--- src/rtl/byte_max_tracker.sv ---
// byte_max_tracker: collects a frame of N_ITEMS unsigned candidates over a
// valid/ready input handshake, tracks the largest value and the position of
// its first occurrence, then presents that result on a valid/ready output
// handshake. Define BYTE_MAX_TRACKER_MIN_EN to also track the smallest value
// and its first position in parallel.
module byte_max_tracker #(
    parameter  int DATA_W  = 8,
    parameter  int N_ITEMS = 8,             // must be >= 2
    localparam int IDX_W   = $clog2(N_ITEMS)
) (
    input  logic              clk,
    input  logic              rst,
    input  logic              in_valid,
    output logic              in_ready,
    input  logic [DATA_W-1:0] in_data,
    output logic              out_valid,
    input  logic              out_ready,
    output logic [DATA_W-1:0] out_max,
    output logic [IDX_W-1:0]  out_idx
`ifdef BYTE_MAX_TRACKER_MIN_EN
    ,
    output logic [DATA_W-1:0] out_min,
    output logic [IDX_W-1:0]  out_min_idx
`endif
);

    typedef enum logic {
        COLLECT = 1'b0,
        HOLD    = 1'b1
    } state_e;

    localparam logic [IDX_W-1:0] LAST_IDX = IDX_W'(N_ITEMS - 1);

    state_e             state_q, state_d;
    logic [IDX_W-1:0]   cnt_q,   cnt_d;
    logic [DATA_W-1:0]  max_q,   max_d;
    logic [IDX_W-1:0]   idx_q,   idx_d;
    logic               first_item;
`ifdef BYTE_MAX_TRACKER_MIN_EN
    logic [DATA_W-1:0]  min_q,     min_d;
    logic [IDX_W-1:0]   min_idx_q, min_idx_d;
`else
    // Max-only build: no minimum-tracking state exists.
`endif

    // Handshake flags depend on state only, so out_ready never reaches in_ready.
    assign in_ready   = (state_q == COLLECT);
    assign out_valid  = (state_q == HOLD);
    assign out_max    = max_q;
    assign out_idx    = idx_q;
    assign first_item = (cnt_q == '0);
`ifdef BYTE_MAX_TRACKER_MIN_EN
    assign out_min     = min_q;
    assign out_min_idx = min_idx_q;
`endif

    // Next-state and datapath update: accept in COLLECT, release in HOLD.
    always_comb begin
        // NOTE: every signal gets a default first so no path leaves it
        // unassigned; otherwise synthesis infers a latch.
        state_d = state_q;
        cnt_d   = cnt_q;
        max_d   = max_q;
        idx_d   = idx_q;
`ifdef BYTE_MAX_TRACKER_MIN_EN
        min_d     = min_q;
        min_idx_d = min_idx_q;
`endif
        unique case (state_q)
            COLLECT: begin
                if (in_valid) begin
                    // First item loads unconditionally; later ones win only
                    // when strictly greater, so ties keep the earlier index.
                    if (first_item || (in_data > max_q)) begin
                        max_d = in_data;
                        idx_d = cnt_q;
                    end
`ifdef BYTE_MAX_TRACKER_MIN_EN
                    if (first_item || (in_data < min_q)) begin
                        min_d     = in_data;
                        min_idx_d = cnt_q;
                    end
`endif
                    if (cnt_q == LAST_IDX) begin
                        cnt_d   = '0;
                        state_d = HOLD;
                    end else begin
                        cnt_d = cnt_q + 1'b1;
                    end
                end
            end
            HOLD: begin
                if (out_ready) begin
                    state_d = COLLECT;
                end
            end
            default: state_d = COLLECT;
        endcase
    end

    // State and result registers with asynchronous reset.
    always_ff @(posedge clk or posedge rst) begin
        if (rst) begin
            state_q <= COLLECT;
            cnt_q   <= '0;
            max_q   <= '0;
            idx_q   <= '0;
`ifdef BYTE_MAX_TRACKER_MIN_EN
            min_q     <= '0;
            min_idx_q <= '0;
`endif
        end else begin
            // NOTE: non-blocking assignments make all registers update from
            // the same pre-edge values, independent of statement order.
            state_q <= state_d;
            cnt_q   <= cnt_d;
            max_q   <= max_d;
            idx_q   <= idx_d;
`ifdef BYTE_MAX_TRACKER_MIN_EN
            min_q     <= min_d;
            min_idx_q <= min_idx_d;
`endif
        end
    end

endmodule
--- config.mk ---
export PLATFORM = sky130hd
export DESIGN_NAME = byte_max_tracker
export DESIGN_NICKNAME = d
export VERILOG_FILES = /design/src/rtl/byte_max_tracker.sv
export SDC_FILE = /design/constraint.sdc
export NUM_CORES = 1
export LEC_CHECK = 0
export ABC_CLOCK_PERIOD_IN_PS = 2200
export CORE_UTILIZATION = 46
export DETAILED_ROUTE_END_ITERATION = 8
export GPL_ROUTABILITY_DRIVEN = 0
export PLACE_DENSITY = 0.77
export SLEW_MARGIN = 5
export SYNTH_ARGS = -nofsm -noshare
export SYNTH_HDL_FRONTEND = slang
export SYNTH_SLANG_ARGS = --single-unit
--- constraint.sdc ---
create_clock -name clk -period 2.2 [get_ports clk]
set_input_delay 0.44 -clock clk [delete_from_list [all_inputs] [get_ports clk]]
set_output_delay 0.44 -clock clk [all_outputs]
set_load 0.03 [all_outputs]
==> impl_results.md, run 1 <==
* Area after DPL at 1176 sq um
* First-pass GRT wire length at approximately 2600 um
* Pins over their slew limit at 0
* Worst-Margin Slew at roughly 570 ps
* Total wire length at roughly 1700 um
* Most frequent cells in the layout: clkdlybuf4s50_1 (21), dfrtp_1 (15), inv_1 (13)
* Worst EP arrival at roughly 2400 ps
* Total global routing overflow at 0
* Setup slack after layout at -6.581 ps
* Fin area at between 1000 and 1500 sq um
* Max VDD drop at just under 0.8 mV
* Reg2Reg Setup Slack at approximately 180 ps
* Reg2reg start: out_max[1]$_DFFE_PP0P_
* IO buf count at 24
* Drt via density at slightly below 5
* Commonest non-fill, non-tap cell in the layout: clkdlybuf4s50_1
* PnR Total Power at 1.792 mW
* Number of global-route vias before repair at 680
* Rel. slew slack at 0.6185
* Num CTS Buffers at 3
* Die height at 45.23 um
* Crit Reg-Reg Endpoint: out_max[1]$_DFFE_PP0P_
* Final min period at between 2000 and 2500 ps
* Rows at 15
* WP data required at 2380 ps
* Share of cells above drive strength 1 at 0.2679
* Tot GR Track Use at 0.1881
* Register area share after synthesis at 0.4367
* Reg clk slew, reported paths at ~90 ps
* Fillers at roughly 130
* Syn_area_per_cell at about 11 sq um
* Net count after synthesis at 100
* Element type at the critical path start: input pin
* Clock Sinks at 15
* Final period util at 1.003
* Initial Utilization at 0.4925
* Setup TNS at -15.92 ps
* N_diodes at 0
* Fin Hold WS at 426.6 ps
* Cell Area, Synth at around 860 sq um
* DR pass1 iterations at 2
* HP Start: in_data[0]
* Min-delay worst type: in -> reg
* H-Tree Depth at 1
* Routed len/inst at around 12 um
* FF+latch count, synth at 15
* Starting DRT DRC Count at 4
* Dpl hpwl at ~1300 um
* YS warnings at 0
* Endpoint type of the worst setup path: register
* Synth unique cells at 20
* Post-route ant nets at 0
* Final Util at 0.7269
* Via count at 677
* Largest net degree at the start of global routing at 16
* CTS tree: yes
* Antenna violations before repair at 0
* Core area at 1745 sq um
* Root Driver: clkbuf_4
* Layout overhead on the synthesized area at 47.60%
* Clk_skew at between 0.3 and 0.4 ps
* Status: complete, but fails checks
* Setup violators final at 7
* Drt drc at 0
* Max clock buf depth at 2
* CP Class: in -> reg
* Worst skew pair latency at between 200 and 300 ps
* Placed cell count at roughly 130
* Worst R2R Path Depth at 8
* Power Dens Cells at ~1400 nW/um^2
* Die width at about 45 um
* Max Clock Freq at ~0.45 GHz
* Pleak at around 0.61 nW
* Max Cap Viol at 0
* Worst Setup SP: in_data[7]
* Worst Setup EP: out_max[1]$_DFFE_PP0P_
* Hold Fails Final Rpt at 0
* IO Count at 25
* Worst slack, placed at -304.5 ps
* Die area at roughly 2000 sq um
* Cell count after synthesis at 77
* Failing checks: negative setup slack
* Non-filler instance count after layout at 137
* Total Nets Final at roughly 140
* Crit Path Max Fanout at 5
[routing by layer]
layer	GRT usage	share of wire	vias to the layer above
met3	0.04800	0.030	5
met4	0.1091	0.022	0
met1	0.1944	0.44	322
met2	0.3391	0.51	14
met5	0	0	-
li1	-	-	336
[final cells by class]
class	instances	area [sq um]	share of cell area
multi-input cells	49	478.0	0.3767
flip-flops and latches	15	375.4	0.2959
repair buffers	31	307.8	0.2426
inverters	13	48.80	0.03846
well taps	25	31.28	0.02465
clock buffers	3	22.52	0.01775
clock inverters	1	5.005	0.003945
[power breakdown]
group | internal (mW) | switching (mW) | leakage, nW | total (mW)
clock | 0.0676 | 0.0895 | 0.0177 | 0.157
combinational | 0.560 | 0.566 | 0.411 | 1.13
sequential | 0.412 | 0.0968 | 0.181 | 0.509
total | 1.04 | 0.752 | 0.609 | 1.79
[state kept, by name (all words and copies together) (netlist names)]
name	cells
out_max	8
out_valid	1
out_idx	3
cnt_q	3
[how the worst min path moves through the flow]
| stage | endpoint | cells past startpoint | slack, ps |
|---|---|---|---|
| after CTS | out_max[3]$_DFFE_PP0P_ | 2 | 520 |
| after detailed placement | out_idx[0]$_DFFE_PP0P_ | 1 | 490 |
| final | out_max[0]$_DFFE_PP0P_ | 2 | 430 |
| after global placement | out_idx[0]$_DFFE_PP0P_ | 1 | 490 |
| after floorplan | cnt_q[0]$_DFFE_PP0P_ | 1 | 340 |
| after global routing | out_max[0]$_DFFE_PP0P_ | 2 | 430 |
[cells in the mapped netlist]
cell type  instances  area [sq um]
nor2b_1            3         18.77
nor2_1             1         3.750
o211ai_1           1         7.510
ha_1              11         137.6
inv_1             13         48.80
o31a_2             1         10.01
nand2_1            5         18.77
dfrtp_1           15         375.4
nand4_1            1         6.260
a21oi_2            1         8.760
o31ai_4            1         21.27
a21o_1             1         7.510
o21ai_0            4         20.02
a21oi_1            3         15.01
a211oi_2           1         12.51
mux2_2            10         112.6
nand3_1            2         10.01
or3_1              1         6.260
nor2_2             1         6.260
nand4_2            1         12.51
[worst max-delay path: stages]
cell and delay, ps:
clkdlybuf4s50_1 480, ha_4 310, nand4_2 150, nor2_4 150
a21oi_2 60, o31ai_4 290, buf_6 160, mux2_2 330
[repair_timing]
| action | in CTS | in global routing |
|---|---|---|
| pin swaps | 0 | 9 |
| hold buffers | 0 | 0 |
| endpoints found under the setup margin | 1 | 10 |
| buffers inserted | 0 | 1 |
| gates resized for setup | 0 | 9 |
[kinds of logic after synthesis]
| kind of cell | after synthesis | synth area share |
|---|---|---|
| DFF | 15 | 0.4367 |
| buffers and inverters | 13 | 0.05677 |
| muxes | 10 | 0.1310 |
| and+or+nand+nor | 15 | 0.09608 |
| AOI/OAI and AO/OA | 13 | 0.1194 |
| adders and majority gates | 11 | 0.1601 |
(Power assumes the default switching activity.)
==> run 2, diff against run 1 <==
- CORE_UTILIZATION: 46 -> 50
- DONT_BUFFER_PORTS: unset -> 1
- PLACE_DENSITY: 0.77 -> 0.64
==> impl_results.md, run 2 (same netlist as run 1, synthesis figures left out) <==
* RSZ-0062 raised after global routing: false
* Element type at the critical path start: register
* Share of cells above drive strength 1 at 0.3187
* Post-route ant nets at 0
* Rows at 14
* H-Tree Depth at 1
* Root Driver: clkbuf_4
* Max VDD drop at just under 0.8 mV
* Setup TNS at 0 ps
* Total wire length at about 1400 um
* Most frequent cells in the layout: dfrtp_1 (15), inv_1 (13), ha_1 (11)
* Reg2reg start: out_max[1]$_DFFE_PP0P_
* Commonest non-fill, non-tap cell in the layout: dfrtp_1
* Failing checks: design-rule violations
* Drt drc at 6
* Layout overhead on the synthesized area at 15.58%
* Worst skew pair latency at 280 ps
* Dpl hpwl at around 1100 um
* Worst EP arrival at between 2000 and 2500 ps
* Worst Setup SP: out_max[1]$_DFFE_PP0P_
* Initial Utilization at 0.5514
* Max reg flops at 8
* Rel. slew slack at 0.6105
* Final Util at 0.6372
* Post-CTS Resized at 0
* CTS tree: yes
* Pins over their slew limit at 0
* Final period util at 0.9143
* Tot GR Track Use at 0.1801
* Status: complete, but fails checks
* Reg clk slew, reported paths at roughly 90 ps
* Antenna violations before repair at 0
* Min-delay worst type: in -> async
* Endpoint type of the worst setup path: register
* Reg2Reg Setup Slack at ~190 ps
* DR pass1 iterations at 5
* Final min period at about 2000 ps
* Routed len/inst at about 13 um
* Post-CTS Setup Bufs at 0
* Drt via density at 5.421
* Setup violators final at 0
* First-pass GRT wire length at roughly 2500 um
* WP data required at roughly 2400 ps
* N_diodes at 0
* IO Count at 25
* Max Cap Viol at 0
* Crit Path Max Fanout at 10
* Die width at ~43 um
* Fillers at 128
* Clock Sinks at 15
* Die area at ~1900 sq um
* Core area at roughly 1600 sq um
* Post-CTS Hold Buffers at 0
* Total Nets Final at between 100 and 150
* Largest net degree at the start of global routing at 16
* Total global routing overflow at 0
* Num CTS Buffers at 3
* IO buf count at 0
* Hold Fails Final Rpt at 0
* Number of global-route vias before repair at around 600
* CP Class: reg -> reg
* Via count at 580
* Starting DRT DRC Count at 18
* Die height at 43.46 um
* Clk_skew at 4.348 ps
* Max Clock Freq at 0.4972 GHz
* Max clock buf depth at 2
* Worst-Margin Slew at around 580 ps
* Pleak at 0.5018 nW
* Power Dens Cells at ~1600 nW/um^2
==> run 2: power breakdown <==
group / total (mW) / internal, mW / switching [mW]
clock: 0.158 / 0.0704 / 0.0879
sequential: 0.558 / 0.410 / 0.148
combinational: 0.878 / 0.404 / 0.474
==> run 2: worst max-delay path, cell delays in order, from the launching register on <==
cell	delay [ps]
dfrtp_1	350
inv_1	40
ha_1	280
nor2b_1	130
o211ai_1	180
a211oi_2	130
o31ai_4	270
buf_12	170
mux2_2	340
==> run 2: final timing paths <==
kind / endpoint / depth (start not counted)
worst max register to register: out_max[6]$_DFFE_PP0P_ / 8
min in group clk: out_valid$_DFF_PP0_ / 1
worst max-delay path: out_max[6]$_DFFE_PP0P_ / 8
worst min-delay path: out_max[2]$_DFFE_PP0P_ / 1
max in group asynchronous: out_max[4]$_DFFE_PP0P_ / 1
worst min register to register: cnt_q[2]$_DFFE_PP0P_ / 2
==> run 2: cell type report <==
cell class / count / area [sq um] / area share
clock buffers: 4 / 26.28 / 0.02645
flip-flops and latches: 15 / 375.4 / 0.3778
repair buffers: 10 / 87.58 / 0.08816
multi-input cells: 49 / 435.4 / 0.4383
inverters: 13 / 48.80 / 0.04912
well taps: 16 / 20.02 / 0.02015
==> run 2: per-layer routing <==
layer,vias to the layer above,share of wire,wire [um],track usage
met5,-,0,0,0
met4,0,0.013,18,0.09375
met3,2,0.048,68,0.03750
met2,16,0.49,701,0.3061
met1,263,0.45,639,0.2137
li1,299,-,-,-
==> run 2: metrics by stage <==
| step | worst slack (ps) | cell area [sq um] | power [mW] | cells | hold WS (ps) |
|---|---|---|---|---|---|
| finish | 188.6 | 993.5 | 1.595 | 107 | 93.16 |
| global route | 68.88 | 993.5 | 1.713 | 107 | 128.9 |
| detailed placement | 109.3 | 967.2 | 1.452 | 103 | 424.7 |
| global placement | 151.0 | 967.2 | 1.421 | 103 | 415.8 |
| floorplan | 1.144 | 859.6 | 1.177 | 77 | 341.5 |
| CTS | 177.3 | 993.5 | 1.614 | 107 | 113.8 |
